<file path="src/rtl/mealy_word_collector.sv">
`default_nettype none
// ============================================================================
//  Module   : mealy_word_collector
//  Purpose  : Assembles WIDTH serial bits (strobe R, value Y) from the Mealy
//             S/D decoder into a parallel word and hands it downstream over a
//             Valid/Ready handshake. It also flags dropped words (Overrun)
//             and partial words abandoned after an inter-bit idle period
//             (TimeoutErr) so that system control can resynchronise the link.
//  Revision : 1.0 - initial release
// ----------------------------------------------------------------------------
//  Parameters
//    WIDTH    bits per assembled word (2..32)
//    TIMEOUT  idle cycles allowed between bits of one word; 0 disables
//    TW       timer width, 2**TW > TIMEOUT
//  Ports
//    C           in   1       clock, rising edge
//    sR          in   1       synchronous reset, active-high
//    R           in   1       bit strobe, one bit accepted per high cycle
//    Y           in   1       bit value, only looked at when R=1
//    Ready       in   1       downstream accepts Word this cycle
//    Word        out  WIDTH   assembled word, stable while Valid=1
//    Valid       out  1       Word holds an unconsumed word
//    BitCnt      out  clog2+1 bits in the current partial word
//    Overrun     out  1       sticky: a completed word was dropped
//    TimeoutErr  out  1       one-cycle pulse: a partial word was discarded
//  Build option
//    MEALY_COLLECT_MSB_FIRST_EN  defined: MSB-first assembly (first bit ends
//                                in Word[WIDTH-1]); undefined: LSB-first.
// ============================================================================
module mealy_word_collector #(
   parameter int WIDTH   = 8,
   parameter int TIMEOUT = 16,
   parameter int TW      = 5
) (
   input  logic                     C,
   input  logic                     sR,
   input  logic                     R,
   input  logic                     Y,
   input  logic                     Ready,
   output logic [WIDTH-1:0]         Word,
   output logic                     Valid,
   output logic [$clog2(WIDTH):0]   BitCnt,
   output logic                     Overrun,
   output logic                     TimeoutErr
);

   localparam int BW = $clog2(WIDTH) + 1;

   // Count value at which the next accepted bit completes the word.
   localparam logic [BW-1:0] c_lastCnt  = BW'(WIDTH - 1);
   localparam logic [BW-1:0] c_oneCnt   = BW'(1);
   // Timeout fires on the idle edge that would bring the timer to TIMEOUT.
   localparam logic          c_toEn     = (TIMEOUT != 0);
   localparam logic [TW-1:0] c_toLast   = TW'((TIMEOUT > 0) ? (TIMEOUT - 1) : 0);
   localparam logic [TW-1:0] c_timerOne = TW'(1);

   typedef enum logic [0:0] {
      IDLE    = 1'b0,
      COLLECT = 1'b1
   } state_e;

   state_e            r_state,      w_stateNext;
   logic [WIDTH-1:0]  r_shiftReg,   w_shiftNext;
   logic [BW-1:0]     r_bitCnt,     w_bitCntNext;
   logic [TW-1:0]     r_timer,      w_timerNext;
   logic [WIDTH-1:0]  r_word,       w_wordNext;
   logic              r_valid,      w_validNext;
   logic              r_overrun,    w_overrunNext;
   logic              r_timeoutErr, w_timeoutNext;

   logic [WIDTH-1:0]  w_shifted;
   logic              w_complete;
   logic              w_xfer;

   // Shift register contents with Y inserted. Only registered on edges where
   // R=1, so an X on Y while R=0 never reaches state.
`ifdef MEALY_COLLECT_MSB_FIRST_EN
   assign w_shifted = {r_shiftReg[WIDTH-2:0], Y};
`else
   assign w_shifted = {Y, r_shiftReg[WIDTH-1:1]};
`endif

   assign w_xfer = r_valid & Ready;

   // ------------------------------------------------------------------
   // Next-state, collection datapath and output-register handshake
   // ------------------------------------------------------------------
   always_comb begin
      w_stateNext   = r_state;
      w_shiftNext   = r_shiftReg;
      w_bitCntNext  = r_bitCnt;
      w_timerNext   = r_timer;
      w_wordNext    = r_word;
      w_validNext   = r_valid;
      w_overrunNext = r_overrun;
      w_timeoutNext = 1'b0;
      w_complete    = 1'b0;

      case (r_state)
         IDLE: begin
            // Timer is idle here; it only runs inside a partial word.
            w_timerNext = '0;
            if (R) begin
               w_shiftNext  = w_shifted;
               w_bitCntNext = c_oneCnt;
               w_stateNext  = COLLECT;
            end
         end

         COLLECT: begin
            if (R) begin
               w_timerNext = '0;
               if (r_bitCnt == c_lastCnt) begin
                  // Last bit: the finished word is w_shifted itself.
                  w_complete   = 1'b1;
                  w_shiftNext  = '0;
                  w_bitCntNext = '0;
                  w_stateNext  = IDLE;
               end else begin
                  w_shiftNext  = w_shifted;
                  w_bitCntNext = r_bitCnt + c_oneCnt;
               end
            end else if (c_toEn && (r_timer == c_toLast)) begin
               w_shiftNext   = '0;
               w_bitCntNext  = '0;
               w_timerNext   = '0;
               w_timeoutNext = 1'b1;
               w_stateNext   = IDLE;
            end else if (c_toEn) begin
               w_timerNext = r_timer + c_timerOne;
            end
         end

         default: begin
            w_stateNext  = IDLE;
            w_shiftNext  = '0;
            w_bitCntNext = '0;
            w_timerNext  = '0;
         end
      endcase

      // A completed word may take the output register when it is empty or
      // is being emptied on this very edge; otherwise the new word is lost.
      if (w_complete && (!r_valid || w_xfer)) begin
         w_wordNext  = w_shifted;
         w_validNext = 1'b1;
      end else if (w_complete) begin
         w_overrunNext = 1'b1;
      end else if (w_xfer) begin
         w_validNext = 1'b0;
      end
   end

   // ------------------------------------------------------------------
   // State register
   // ------------------------------------------------------------------
   always_ff @(posedge C) begin
      if (sR) begin
         r_state      <= IDLE;
         r_shiftReg   <= '0;
         r_bitCnt     <= '0;
         r_timer      <= '0;
         r_word       <= '0;
         r_valid      <= 1'b0;
         r_overrun    <= 1'b0;
         r_timeoutErr <= 1'b0;
      end else begin
         r_state      <= w_stateNext;
         r_shiftReg   <= w_shiftNext;
         r_bitCnt     <= w_bitCntNext;
         r_timer      <= w_timerNext;
         r_word       <= w_wordNext;
         r_valid      <= w_validNext;
         r_overrun    <= w_overrunNext;
         r_timeoutErr <= w_timeoutNext;
      end
   end

   assign Word       = r_word;
   assign Valid      = r_valid;
   assign BitCnt     = r_bitCnt;
   assign Overrun    = r_overrun;
   assign TimeoutErr = r_timeoutErr;

endmodule
`default_nettype wire

</file>
<file path="config.mk">
export PLATFORM = sky130hd
export DESIGN_NAME = mealy_word_collector
export DESIGN_NICKNAME = d
export VERILOG_FILES = /design/src/rtl/mealy_word_collector.sv
export SDC_FILE = /design/constraint.sdc
export NUM_CORES = 1
export LEC_CHECK = 0
export CAP_MARGIN = 20
export CORE_UTILIZATION = 55
export CTS_BUF_LIST = sky130_fd_sc_hd__clkbuf_8
export DETAILED_ROUTE_END_ITERATION = 6
export PLACE_DENSITY = 0.93
export SETUP_SLACK_MARGIN = 0.1
export SKIP_LAST_GASP = 1
export SYNTH_ARGS = -nofsm -noshare
export SYNTH_HDL_FRONTEND = slang
export SYNTH_SLANG_ARGS = --single-unit
</file>
<file path="constraint.sdc">
create_clock -name C -period 3.1 [get_ports C]
set_input_delay 0.62 -clock C [delete_from_list [all_inputs] [get_ports C]]
set_output_delay 0.62 -clock C [all_outputs]
set_load 0.01 [all_outputs]
</file>
# Yosys cells after proc, flatten, opt, wreduce, memory -nomap -nowiden
# Cells that the tools add are included.
dict set report totals {
  register_bits 29
  latch_bits 0
  mem_bits_rw 0
  mem_bits_ro 0
  wordCells 51
  mem_count 0
}
dict set report classes {
  addsub 2
  multipliers 0
  div 0
  n_lt_le_gt_ge 0
  n_eq_ne 5
  shift 0
  muxes 25
  bitwise_logic 3
  n_reduce_logical 8
}
# cell count
set ops {}
lappend ops {{8-bit two-way mux} 4}
lappend ops {{4-bit two-way mux} 4}
lappend ops {{8-bit case mux with 2 select lines} 1}
lappend ops {{1-bit two-way mux} 11}
lappend ops {{5-bit two-way mux} 2}
lappend ops {{5-bit case mux with 2 select lines} 1}
lappend ops {{4-bit case mux with 2 select lines} 1}
lappend ops {{2-bit AND reduction} 3}
lappend ops {{5-bit by 1-bit adder with 5-bit output (second input constant)} 1}
lappend ops {{5-bit by 4-bit == test with 1-bit output (second input constant)} 1}
lappend ops {{4-bit by 1-bit adder with 4-bit output (second input constant)} 1}
lappend ops {{4-bit by 3-bit == test with 1-bit output (second input constant)} 1}
lappend ops {{3-bit by 2-bit inequality test with 1-bit output (second input constant)} 1}
lappend ops {{3-bit OR reduction} 1}
lappend ops {{2-bit by 1-bit inequality test with 1-bit output (second input constant)} 1}
lappend ops {{2-bit inequality test (second input constant)} 1}
lappend ops {{1-bit inverter} 2}
lappend ops {{1-bit case mux with 2 select lines} 1}
lappend ops {{2-bit nonzero test} 1}
lappend ops {{1-bit bitwise AND} 1}
lappend ops {{1-bit logical AND} 1}
lappend ops {{1-bit logical NOT} 1}
lappend ops {{1-bit logical OR} 1}

# Logic depth before layout (Yosys ltp)
# Gate-level depths: netlist (run 1).
dict set report logic_depth {
  depth_word 7
  depth_mapped 6
  depth_no_buf 6
}

# Least setup slack after synthesis (run 1)
# No wires, ideal clock.
dict set report synth_timing {
  path_kind {register to register}
  from {register r_timer[0]}
  to {register r_bitCnt[3] (netlist: BitCnt[3])}
  t_arrival_ns 1.491
  required_time_ns 3.028
  slack_ns 1.537
  stages_incl_launch_ff 7
  path_buffers 0
  period_less_slack_ns 1.563
  cell_sequence {dfxtp_1 -> ha_1 -> and3_1 -> ha_1 -> a211oi_2 -> a41oi_1 -> mux2i_1}
}
dict set report synth_between {
  elab_chain_len 3
}
# element line
set synth_rtl {}
lappend synth_rtl {{from (decl)} 65} ;# logic [TW-1:0] r_timer, w_timerNext;
lappend synth_rtl {{from (signal assigned)} 171} ;# r_timer <= w_timerNext;
lappend synth_rtl {{5-bit by 4-bit == test with 1-bit output} 123} ;# end else if (c_toEn && (r_timer == c_toLast)) begin
lappend synth_rtl {{3-bit by 2-bit inequality test with 1-bit output (no source line)} -}
lappend synth_rtl {{2-bit AND reduction (no source line)} -}
lappend synth_rtl {{to (signal assigned)} 170} ;# r_bitCnt <= w_bitCntNext;
lappend synth_rtl {{to (decl)} 64} ;# logic [BW-1:0] r_bitCnt, w_bitCntNext;
# Every way passes these cells.
# A chain may end at the register's enable or synchronous reset.

==> results.ini, run 1 <==
[placement]
gp_congestion = 0.824
placed_cell_area_um2 = 1310
numPortBuffers = 19
hpwl_mm = 1.54

[critical_path]
cp_top_family = buffers and inverters
crit_path_top_delay_cell = clkdlybuf4s50_1
critPathMaxFanout = 17
cp_num_buf_inv = 2
cp.depth = 4
slowest_delay_ns = 0.71
r2r_start = r_timer[0]
reg2reg_slack_ns = 1.27
required_ns = 3.26
crit_path_start_kind = input pin
cp-end-kind = flop
reg2reg_depth = 6
path_class = in -> reg
worstPathCellList = clkdlybuf4s50_1 > clkinv_1 > a41oi_1 > mux2i_1
timing.rr.end = BitCnt[3]
critPathArrivalTime_ns = 2.29

[worst_hold_path]
holdPathStages = 1
hold_start = r_timer[0]
hold_path.class = reg -> reg
min_to = r_timer[0]

[clocking]
cts.sinks = 28
clkSlewWorstSetupHoldPaths_ns = 0.10
clock_latency_ns = 0.28
postCtsHoldBufs = 0
root_buffer = clkbuf_8
htreeDepth = 1
cts_resized = 0
post-cts-setup-buffers = 0
numCtsBuffers = 3
clk_path_buf_depth = 2
cts_tree = built

[final_layout]
multiInputGateArea_um2 = 520
fin_area_um2 = 1390
fill_cells = 137
nets = 139
area_delta_synth_final_pct = 24.0
diodes = 0
seq_area_um2 = 561
drive_above_1_share_pct = 6.20

[routing]
wl_mm = 2.18
postRouteAntennaNets = 0
drc = 0
via_count = 865
avgViaCountPerCell = 5.62
wl_per_cell_um = 14.1
drt_iter0_drc = 28
firstDrtPassIters = 4

[sta]
setup_violations = 0
fin_crit_sh_pct = 68.4
slew-limit-headroom_pct = 59.4
worst_pin_slew_ns = 0.609
rsz0062_at_grt = false
hold_viol = 0
setup_tns_ns = 0
fin_skew_ns = 0.00610
finalCriticalPeriod_ns = 2.12
slew_violations = 0
fmax_mhz = 471

[grt]
grt_max_degree = 18
grt_pass1_wl_mm = 3.37
grt_pass1_vias = 729
grt_util_all_layers_pct = 22.0
globalRouteOverflowTotal = 0
antenna_found_initial = 0

[floorplanning]
ioPinCount = 20
coreArea_um2 = 1820
row_count = 15
die_x_um = 47.1
die_area_um2 = 2220
die-height_um = 47.1
start_util_pct = 61.4

[synth]
synthTopCellsByArea = dfxtp_1 (50%), mux2i_1 (8.1%), nand2_1 (5.7%)
ys_ff_latch = 28
yosys.area.top_type_share_pct = 50.2
yosysTopAreaCell = dfxtp_1
synth.distinct_cells = 33
synth-edff-count = 0
ys.flop_type = dfxtp_1
yosysMostFrequentCell = dfxtp_1
syn_inst = 110
synth_warnings = 0
syn-mean-instance-area_um2 = 10.2
synthArstFlopShare_pct = 0
yosysSeqAreaShare_pct = 50.2
synth_common_cells = dfxtp_1 (28), nand2_1 (17), mux2i_1 (9), nor2_1 (9), a22o_1 (7)
syn-cell-area_um2 = 1120
synth_nets = 119

[power_and_ir_drop]
totalPowerFinal_uw = 689
p_per_area_nw_per_um2 = 497
irDropWorstVdd_mv = 0.400
power_leakage_uw = 0.000481

[run]
maxCapViolCount = 0

[status]
status = finished, final reports clean

==> report_power, final <==
group | internal [µW] | total, µW | switching, µW
Combinational | 14.1 | 31.7 | 17.6
Clock | 173 | 287 | 114
Sequential | 364 | 371 | 6.59
Total | 551 | 689 | 138
==> flip-flops by register name (all words and copies together) (netlist names) <==
signal	flops
Word	8
r_shiftReg	7
r_timer	5
BitCnt	4
Overrun	1
TimeoutErr	1
Valid	1
r_state	1
==> worst register-to-register path: cells and delay by family, from the launching register on <==
kind | cells | cell delay, ns
AO/OA/AOI/OAI | 2 | 0.61
adder cells (fa/ha/maj) | 2 | 0.46
flip-flops | 1 | 0.33
multiplexers | 1 | 0.17
AND/OR/NAND/NOR | 1 | 0.21
==> worst max path at each step <==
stage,end,from
global route,BitCnt[3],sR
CTS,BitCnt[3],sR
finish,BitCnt[3],sR
detailed placement,BitCnt[3],sR
floorplan,BitCnt[3],r_timer[0]
global placement,BitCnt[3],sR
==> layer usage <==
layer,track usage (%),routed length [µm],vias to the layer above
li1,-,-,425
met1,28.7,973,398
met2,33.9,1030,33
met3,3.85,103,9
met4,13.7,68,0
met5,0,0,-
==> layout by cell type (no fill, tap or decap) <==
master | synthesis | final
nand3_1 | 2 | 2
or2_2 | 1 | 1
a41oi_1 | 2 | 2
xnor2_1 | 2 | 2
a22o_1 | 7 | 7
nand2_1 | 17 | 17
and3_1 | 1 | 1
nor3_1 | 1 | 1
a21oi_1 | 2 | 2
nand3b_2 | 1 | 1
dfxtp_1 | 28 | 28
clkbuf_8 | 0 | 3
inv_1 | 2 | 2
clkdlybuf4s50_1 | 0 | 19
clkinv_1 | 1 | 1
xor2_1 | 1 | 1
ha_1 | 4 | 4
a2bb2oi_1 | 1 | 1
nor2b_1 | 1 | 1
o211ai_1 | 1 | 1
mux2i_1 | 9 | 9
nand2b_1 | 2 | 2
nor3_4 | 1 | 1
a31oi_1 | 1 | 1
and3b_1 | 1 | 1
a211oi_2 | 1 | 1
or3_1 | 1 | 1
o21bai_1 | 1 | 1
a32oi_1 | 1 | 1
bufinv_16 | 0 | 1
nor2_1 | 9 | 9
or4_1 | 1 | 1
nor3b_1 | 2 | 2
o21ai_0 | 1 | 1
==> through the flow <==
| stage | hold WS (ns) | worst slack, ns | instances | util, % |
|---|---|---|---|---|
| 2_1_floorplan | 0.418 | 1.54 | 110 | - |
| 4_1_cts | 0.457 | 1.00 | 154 | 76.1 |
| 5_1_grt | 0.471 | 0.825 | 154 | 76.1 |
| 3_5_place_dp | 0.441 | 0.717 | 150 | 72.2 |
| 6_report | 0.456 | 0.979 | 154 | 76.1 |
| 3_3_place_gp | 0.429 | 0.803 | 150 | 72.2 |
==> logic make-up (layout without fill, tap and decap cells) <==
kind of cell	after synthesis	after routing	share of synthesized area, %
XOR/XNOR	3	3	2.35
multiplexers	9	9	8.06
AO/OA/AOI/OAI	18	18	13.0
flip-flops	28	28	50.2
buffers and inverters	7	26	3.25
adder cells (fa/ha/maj)	4	4	4.48
AND/OR/NAND/NOR	41	41	18.7
==> final cells by class <==
| class | count | share of cell area [%] |
|---|---|---|
| clock inverter | 1 | 2.17 |
| tap | 25 | 2.26 |
| clock buffer | 3 | 2.98 |
| inverter | 3 | 0.813 |
| timing repair buffer | 19 | 13.7 |
| multi-input combinational | 75 | 37.6 |
| sequential | 28 | 40.5 |
Power figures use the tool's default switching activity.
==> run 2: changes to the inputs <==
--- a/config.mk
+++ b/config.mk
@@ -6,10 +6,10 @@
 export NUM_CORES = 1
 export LEC_CHECK = 0
 export CAP_MARGIN = 20
-export CORE_UTILIZATION = 55
+export CORE_UTILIZATION = 48
 export CTS_BUF_LIST = sky130_fd_sc_hd__clkbuf_8
 export DETAILED_ROUTE_END_ITERATION = 6
-export PLACE_DENSITY = 0.93
+export PLACE_DENSITY = 0.87
 export SETUP_SLACK_MARGIN = 0.1
 export SKIP_LAST_GASP = 1
 export SYNTH_ARGS = -nofsm -noshare
==> constraint.sdc (replaced) <==
create_clock -name C -period 1.94 [get_ports C]
set_input_delay 0.388 -clock C [delete_from_list [all_inputs] [get_ports C]]
set_output_delay 0.388 -clock C [all_outputs]
set_load 0.01 [all_outputs]
==> run 2 against run 1 <==
Net effect: global-route usage down 2.6 points; critical endpoint is now r_shiftReg[1]; die area increased by 14%; critical path type unchanged; power rose by 39%.
==> results.ini, run 2 (synthesis gave the netlist of run 1 again) <==
[power_and_ir_drop]
power_leakage_uw = 0.000497  ; was 0.000481 µW
irDropWorstVdd_mv = 0.579  ; was 0.400 mV
seqPwrFrac_pct = 61.8  ; was 53.8%
switching_power_uw = 208  ; was 138 µW
p_per_area_nw_per_um2 = 679  ; was 497 nW/µm²
totalPowerFinal_uw = 959  ; was 689 µW
internal_power_uw = 750  ; was 551 µW
pwr-share-clk_pct = 31.7  ; was 41.6%
swShare_pct = 21.7  ; was 20.0%
p_comb_share_pct = 6.5  ; was 4.6%

[routing]
avgViaCountPerCell = 5.47  ; was 5.62
via_count = 886  ; was 865
drt_iter0_drc = 21  ; was 28
firstDrtPassIters = 4  ; unchanged
postRouteAntennaNets = 0  ; unchanged
drc = 0  ; unchanged
wl_mm = 2.28  ; was 2.18 mm
wl_per_cell_um = 14.1  ; about the same

[final_layout]
fill_cells = 186  ; was 137
mostFrequentLayoutCells = dfxtp_1 (28), clkdlybuf4s50_1 (19), nand2_1 (17)  ; unchanged
largest_reg_flops = 8  ; unchanged
final_common_cell = dfxtp_1  ; unchanged
area_delta_synth_final_pct = 26.3  ; was 24.0%
diodes = 0  ; unchanged
drive_above_1_share_pct = 9.70  ; was 6.20%
nets = 145  ; was 139
seq_area_um2 = 561  ; unchanged
fin_area_um2 = 1410  ; was 1390 µm²
multiInputGateArea_um2 = 528  ; was 520 µm²

[worst_hold_path]
hold_path.class = reg -> reg  ; unchanged

[critical_path]
cp_top_family = compound AO/OA/AOI/OAI gates  ; was buffers and inverters
crit_path_top_delay_cell = clkdlybuf4s50_1  ; unchanged
critPathArrivalTime_ns = 1.98  ; was 2.29 ns
crit_path_start_kind = input pin  ; unchanged
slowest_delay_ns = 0.59  ; was 0.71 ns
cp_num_buf_inv = 1  ; was 2
path_class = in -> reg  ; unchanged
required_ns = 2.15  ; was 3.26 ns
worstPathCellList = clkdlybuf4s50_1 > nand2b_1 > a21oi_1 > a22o_1  ; was clkdlybuf4s50_1 > clkinv_1 > a41oi_1 > mux2i_1
cp-end-kind = flop  ; unchanged
critPathMaxFanout = 9  ; was 17

[clocking]
cts_tree = built  ; unchanged
clkSlewWorstSetupHoldPaths_ns = 0.09  ; was 0.10 ns
clock_latency_ns = 0.27  ; was 0.28 ns
clk_path_buf_depth = 2  ; unchanged
cts.sinks = 28  ; unchanged
numCtsBuffers = 3  ; unchanged
root_buffer = clkbuf_8  ; unchanged
htreeDepth = 1  ; unchanged
postCtsHoldBufs = 0  ; unchanged

[floorplanning]
die_x_um = 50.2  ; was 47.1 µm
die-height_um = 50.2  ; was 47.1 µm
coreArea_um2 = 2210  ; was 1820 µm²
ioPinCount = 20  ; unchanged
start_util_pct = 50.5  ; was 61.4%
row_count = 17  ; was 15
die_area_um2 = 2520  ; was 2220 µm²

[placement]
placed_cell_area_um2 = 1360  ; was 1310 µm²
hpwl_mm = 1.62  ; was 1.54 mm
place_ws_ns = -0.0110  ; was 0.717 ns
gp_congestion = 0.827  ; was 0.824
numPortBuffers = 19  ; unchanged

[grt]
grt_max_degree = 17  ; was 18
globalRouteOverflowTotal = 0  ; unchanged
grt_pass1_wl_mm = 3.67  ; was 3.37 mm
antenna_found_initial = 0  ; unchanged
grt_pass1_vias = 864  ; was 729
grt_util_all_layers_pct = 19.4  ; was 22.0%

[status]
status = finished, final reports clean  ; unchanged

[run]
maxCapViolCount = 0  ; unchanged

[sta]
fin_crit_sh_pct = 91.2
worst_pin_slew_ns = 0.651  ; was 0.609 ns
hold_viol = 0  ; unchanged
setup_violations = 0  ; unchanged
finalCriticalPeriod_ns = 1.77
rsz0062_at_grt = false  ; unchanged
fmax_mhz = 565
fin_skew_ns = 0.00357  ; was 0.00610 ns
worst_slack_ns = 0.170  ; was 0.979 ns
slew_violations = 0  ; unchanged
slew-limit-headroom_pct = 56.6  ; was 59.4%

==> run 2: changes by cell type in the layout (fill, tap and decap cells not counted), sizes merged <==
cell    change
buf         +6
bufinv      -1
==> run 2: timing repair <==
| action | CTS | global route |
|---|---|---|
| buffers inserted | 0 | 1 |
| resized for setup | 1 | 0 |
| endpoints found under the setup margin | 1 | 1 |
| pin swaps | 0 | 1 |
==> run 2: worst paths after layout <==
| check | from | endpoint | slack (ns) | depth (start not counted) |
|---|---|---|---|---|
| worst max register to register | BitCnt[0] | r_shiftReg[1] | 0.21 | 4 |
| worst max-delay path | sR | r_shiftReg[1] | 0.17 | 4 |
| worst min register to register | Word[3] | Word[3] | 0.46 | 2 |
| worst min-delay path | Word[3] | Word[3] | 0.46 | 2 |
==> run 2: worst register-to-register path, delay by kind of cell, from the launching register on <==
family | cells | cell delay [ns]
compound gates | 2 | 0.80
flops | 1 | 0.37
fa+ha+maj | 1 | 0.27
simple gates | 1 | 0.23
==> run 2: per-stage QoR <==
step | hold slack, ns | cells | utilization, % | setup TNS, ns
detailed placement | 0.454 | 158 | 61.3 | -0.0393
finish | 0.462 | 162 | 63.8 | 0
CTS | 0.466 | 161 | 63.5 | 0
floorplan | 0.418 | 110 | - | 0
global placement | 0.427 | 158 | 61.3 | 0
global route | 0.490 | 162 | 63.8 | 0
==> run 2: final cells by class <==
type	count	area share [%]
Sequential cell	28	39.7
Multi-Input combinational cell	75	37.4
Timing Repair Buffer	25	16.7
Clock buffer	3	2.93
Tap cell	28	2.48
Inverter	3	0.798
==> run 2: power by group through the flow <==
stage                     sequential [µW]  clock [µW]  combinational [µW]
after CTS                             592         308                60.0
final                                 592         304                62.0
after detailed placement              605           0                57.5
after global routing                  593         335                66.0
after floorplan                       601           0                36.8
after global placement                604           0                54.3
==> run 2: routing by layer <==
metal	up-vias	share of wire [%]	track usage [%]
li1	429	-	-
met1	432	43	21.7
met2	19	51	33.8
met3	6	3.6	4.24
met4	0	2.3	10.5
met5	-	0	0
==> run 3: changes to the inputs <==
--- a/config.mk
+++ b/config.mk
@@ -9,6 +9,7 @@
 export CORE_UTILIZATION = 48
 export CTS_BUF_LIST = sky130_fd_sc_hd__clkbuf_8
 export DETAILED_ROUTE_END_ITERATION = 6
+export MAX_ROUTING_LAYER = met4
 export PLACE_DENSITY = 0.87
 export SETUP_SLACK_MARGIN = 0.1
 export SKIP_LAST_GASP = 1
==> run 3 against run 2 <==
Net effect: clock power hardly changed; register-to-register slack hardly changed; sequential share of layout area stayed put; non-clock buffer count stayed put; die area stayed put.
==> results.ini, run 3 (synthesis gave the netlist of run 1 again) <==
[final_layout]
diodes = 0  ; unchanged
area_delta_synth_final_pct = 26.3  ; unchanged
fill_cells = 186  ; unchanged
utilization_pct = 63.8  ; unchanged
fin_cells = 162  ; unchanged
final_common_cell = dfxtp_1  ; unchanged
mostFrequentLayoutCells = dfxtp_1 (28), clkdlybuf4s50_1 (19), nand2_1 (17)  ; unchanged
largest_reg_flops = 8  ; unchanged
nets = 145  ; unchanged
drive_above_1_share_pct = 9.70  ; unchanged

[floorplanning]
ioPinCount = 20  ; unchanged
die_area_um2 = 2520  ; unchanged
row_count = 17  ; unchanged
die-height_um = 50.2  ; unchanged
start_util_pct = 50.5  ; unchanged
coreArea_um2 = 2210  ; unchanged
die_x_um = 50.2  ; unchanged

[clocking]
htreeDepth = 1  ; unchanged
clock_latency_ns = 0.27  ; about the same
cts.sinks = 28  ; unchanged
numCtsBuffers = 3  ; unchanged
cts_tree = built  ; unchanged
postCtsHoldBufs = 0  ; unchanged
root_buffer = clkbuf_8  ; unchanged
clk_path_buf_depth = 2  ; unchanged
clkSlewWorstSetupHoldPaths_ns = 0.09  ; about the same

[sta]
slew-limit-headroom_pct = 56.6  ; about the same
fin_crit_sh_pct = 91.2  ; about the same
hold_ws_ns = 0.462  ; about the same
rsz0062_at_grt = false  ; unchanged
worst_pin_slew_ns = 0.651  ; about the same
slew_violations = 0  ; unchanged
fin_skew_ns = 0.00350  ; was 0.00357 ns
hold_viol = 0  ; unchanged
setup_violations = 0  ; unchanged
finalCriticalPeriod_ns = 1.77  ; about the same
fmax_mhz = 565  ; about the same
setup_tns_ns = 0  ; unchanged

[placement]
hpwl_mm = 1.62  ; unchanged
numPortBuffers = 19  ; unchanged
dp.cells = 158  ; unchanged
gp_congestion = 0.840  ; was 0.827

[status]
status = finished, final reports clean  ; unchanged

[critical_path]
cp-end-kind = flop  ; unchanged
required_ns = 2.15  ; about the same
path_class = in -> reg  ; unchanged
critPathArrivalTime_ns = 1.98  ; about the same
reg2reg_depth = 4  ; unchanged
critPathMaxFanout = 9  ; unchanged
crit_path_start_kind = input pin  ; unchanged

[power_and_ir_drop]
switching_power_uw = 208  ; about the same
p_per_area_nw_per_um2 = 679  ; about the same
swShare_pct = 21.7  ; about the same
power_leakage_uw = 0.000497  ; unchanged
p_comb_share_pct = 6.5  ; about the same
pwr-share-clk_pct = 31.7  ; about the same
seqPwrFrac_pct = 61.8  ; about the same
irDropWorstVdd_mv = 0.578  ; was 0.579 mV
internal_power_uw = 750  ; about the same

[routing]
firstDrtPassIters = 4  ; unchanged
drt_iter0_drc = 21  ; unchanged
postRouteAntennaNets = 0  ; unchanged
via_count = 886  ; unchanged
drc = 0  ; unchanged
wl_per_cell_um = 14.1  ; about the same
avgViaCountPerCell = 5.47  ; unchanged
wl_mm = 2.28  ; about the same

[grt]
grt_pass1_wl_mm = 3.67  ; unchanged
globalRouteOverflowTotal = 0  ; unchanged
grt_util_met2_pct = 33.8  ; unchanged
grt_use_met3_pct = 4.24  ; unchanged
grt_util_all_layers_pct = 19.9  ; was 19.4%
antenna_found_initial = 0  ; unchanged
grt_pass1_vias = 865  ; was 864
use_met1_pct = 21.7  ; unchanged
grt.busiest_layer = met2  ; unchanged
grt_max_degree = 17  ; unchanged

[worst_hold_path]
hold_path.class = reg -> reg  ; unchanged
holdPathStages = 2  ; unchanged

[run]
maxCapViolCount = 0  ; unchanged

[run 3: cell counts in the layout (fill, tap and decap cells not counted)]
Identical to the previous run, type by type.
[run 3: routing by layer]
metal  routed length, µm  up-vias
met5                   0        -
met4                  53        0
met3                  82        6
met2                1150       19
met1                 989      432
li1                    -      429
[run 3: worst paths after layout]
check	startpoint	endpoint	slack, ns
max	sR	r_shiftReg[1]	0.17
min	Word[3]	Word[3]	0.46
max reg2reg	BitCnt[0]	r_shiftReg[1]	0.21
min reg2reg	Word[3]	Word[3]	0.46
[run 3: cell type report]
type | instances | area [µm²] | area share (%)
tap | 28 | 35.0 | 2.48
multi-input combinational | 75 | 528 | 37.4
inverter | 3 | 11.3 | 0.798
sequential | 28 | 561 | 39.7
timing repair buffer | 25 | 235 | 16.7
clock buffer | 3 | 41.3 | 2.93
[run 3: power groups by stage]
stage               registers [µW]  logic [µW]  clock network [µW]
finish                         592        62.0                 304
global route                   593        66.0                 335
global placement               604        54.3                   0
CTS                            592        60.0                 308
detailed placement             605        57.5                   0
floorplan                      601        36.8                   0
[run 3: what timing repair did]
item,4_1_cts,5_1_grt
endpoints found under the setup margin,1,1
pin swaps,0,1
hold endpoints to repair,0,0
buffers inserted,0,1
resized for setup,1,0
[run 3: worst max-delay path: stages]
cell and delay, ns:
clkdlybuf4s50_1 0.59, nand2b_1 0.23, a21oi_1 0.51, a22o_1 0.25
[run 3: per-stage QoR]
step | cell area [µm²] | total power (µW) | worst slack [ns]
5_1_grt | 1410 | 994 | 0.104
4_1_cts | 1400 | 960 | 0.167
6_report | 1410 | 959 | 0.170
3_3_place_gp | 1360 | 658 | 0.0957
3_5_place_dp | 1360 | 662 | -0.0110
2_1_floorplan | 1120 | 638 | 0.377
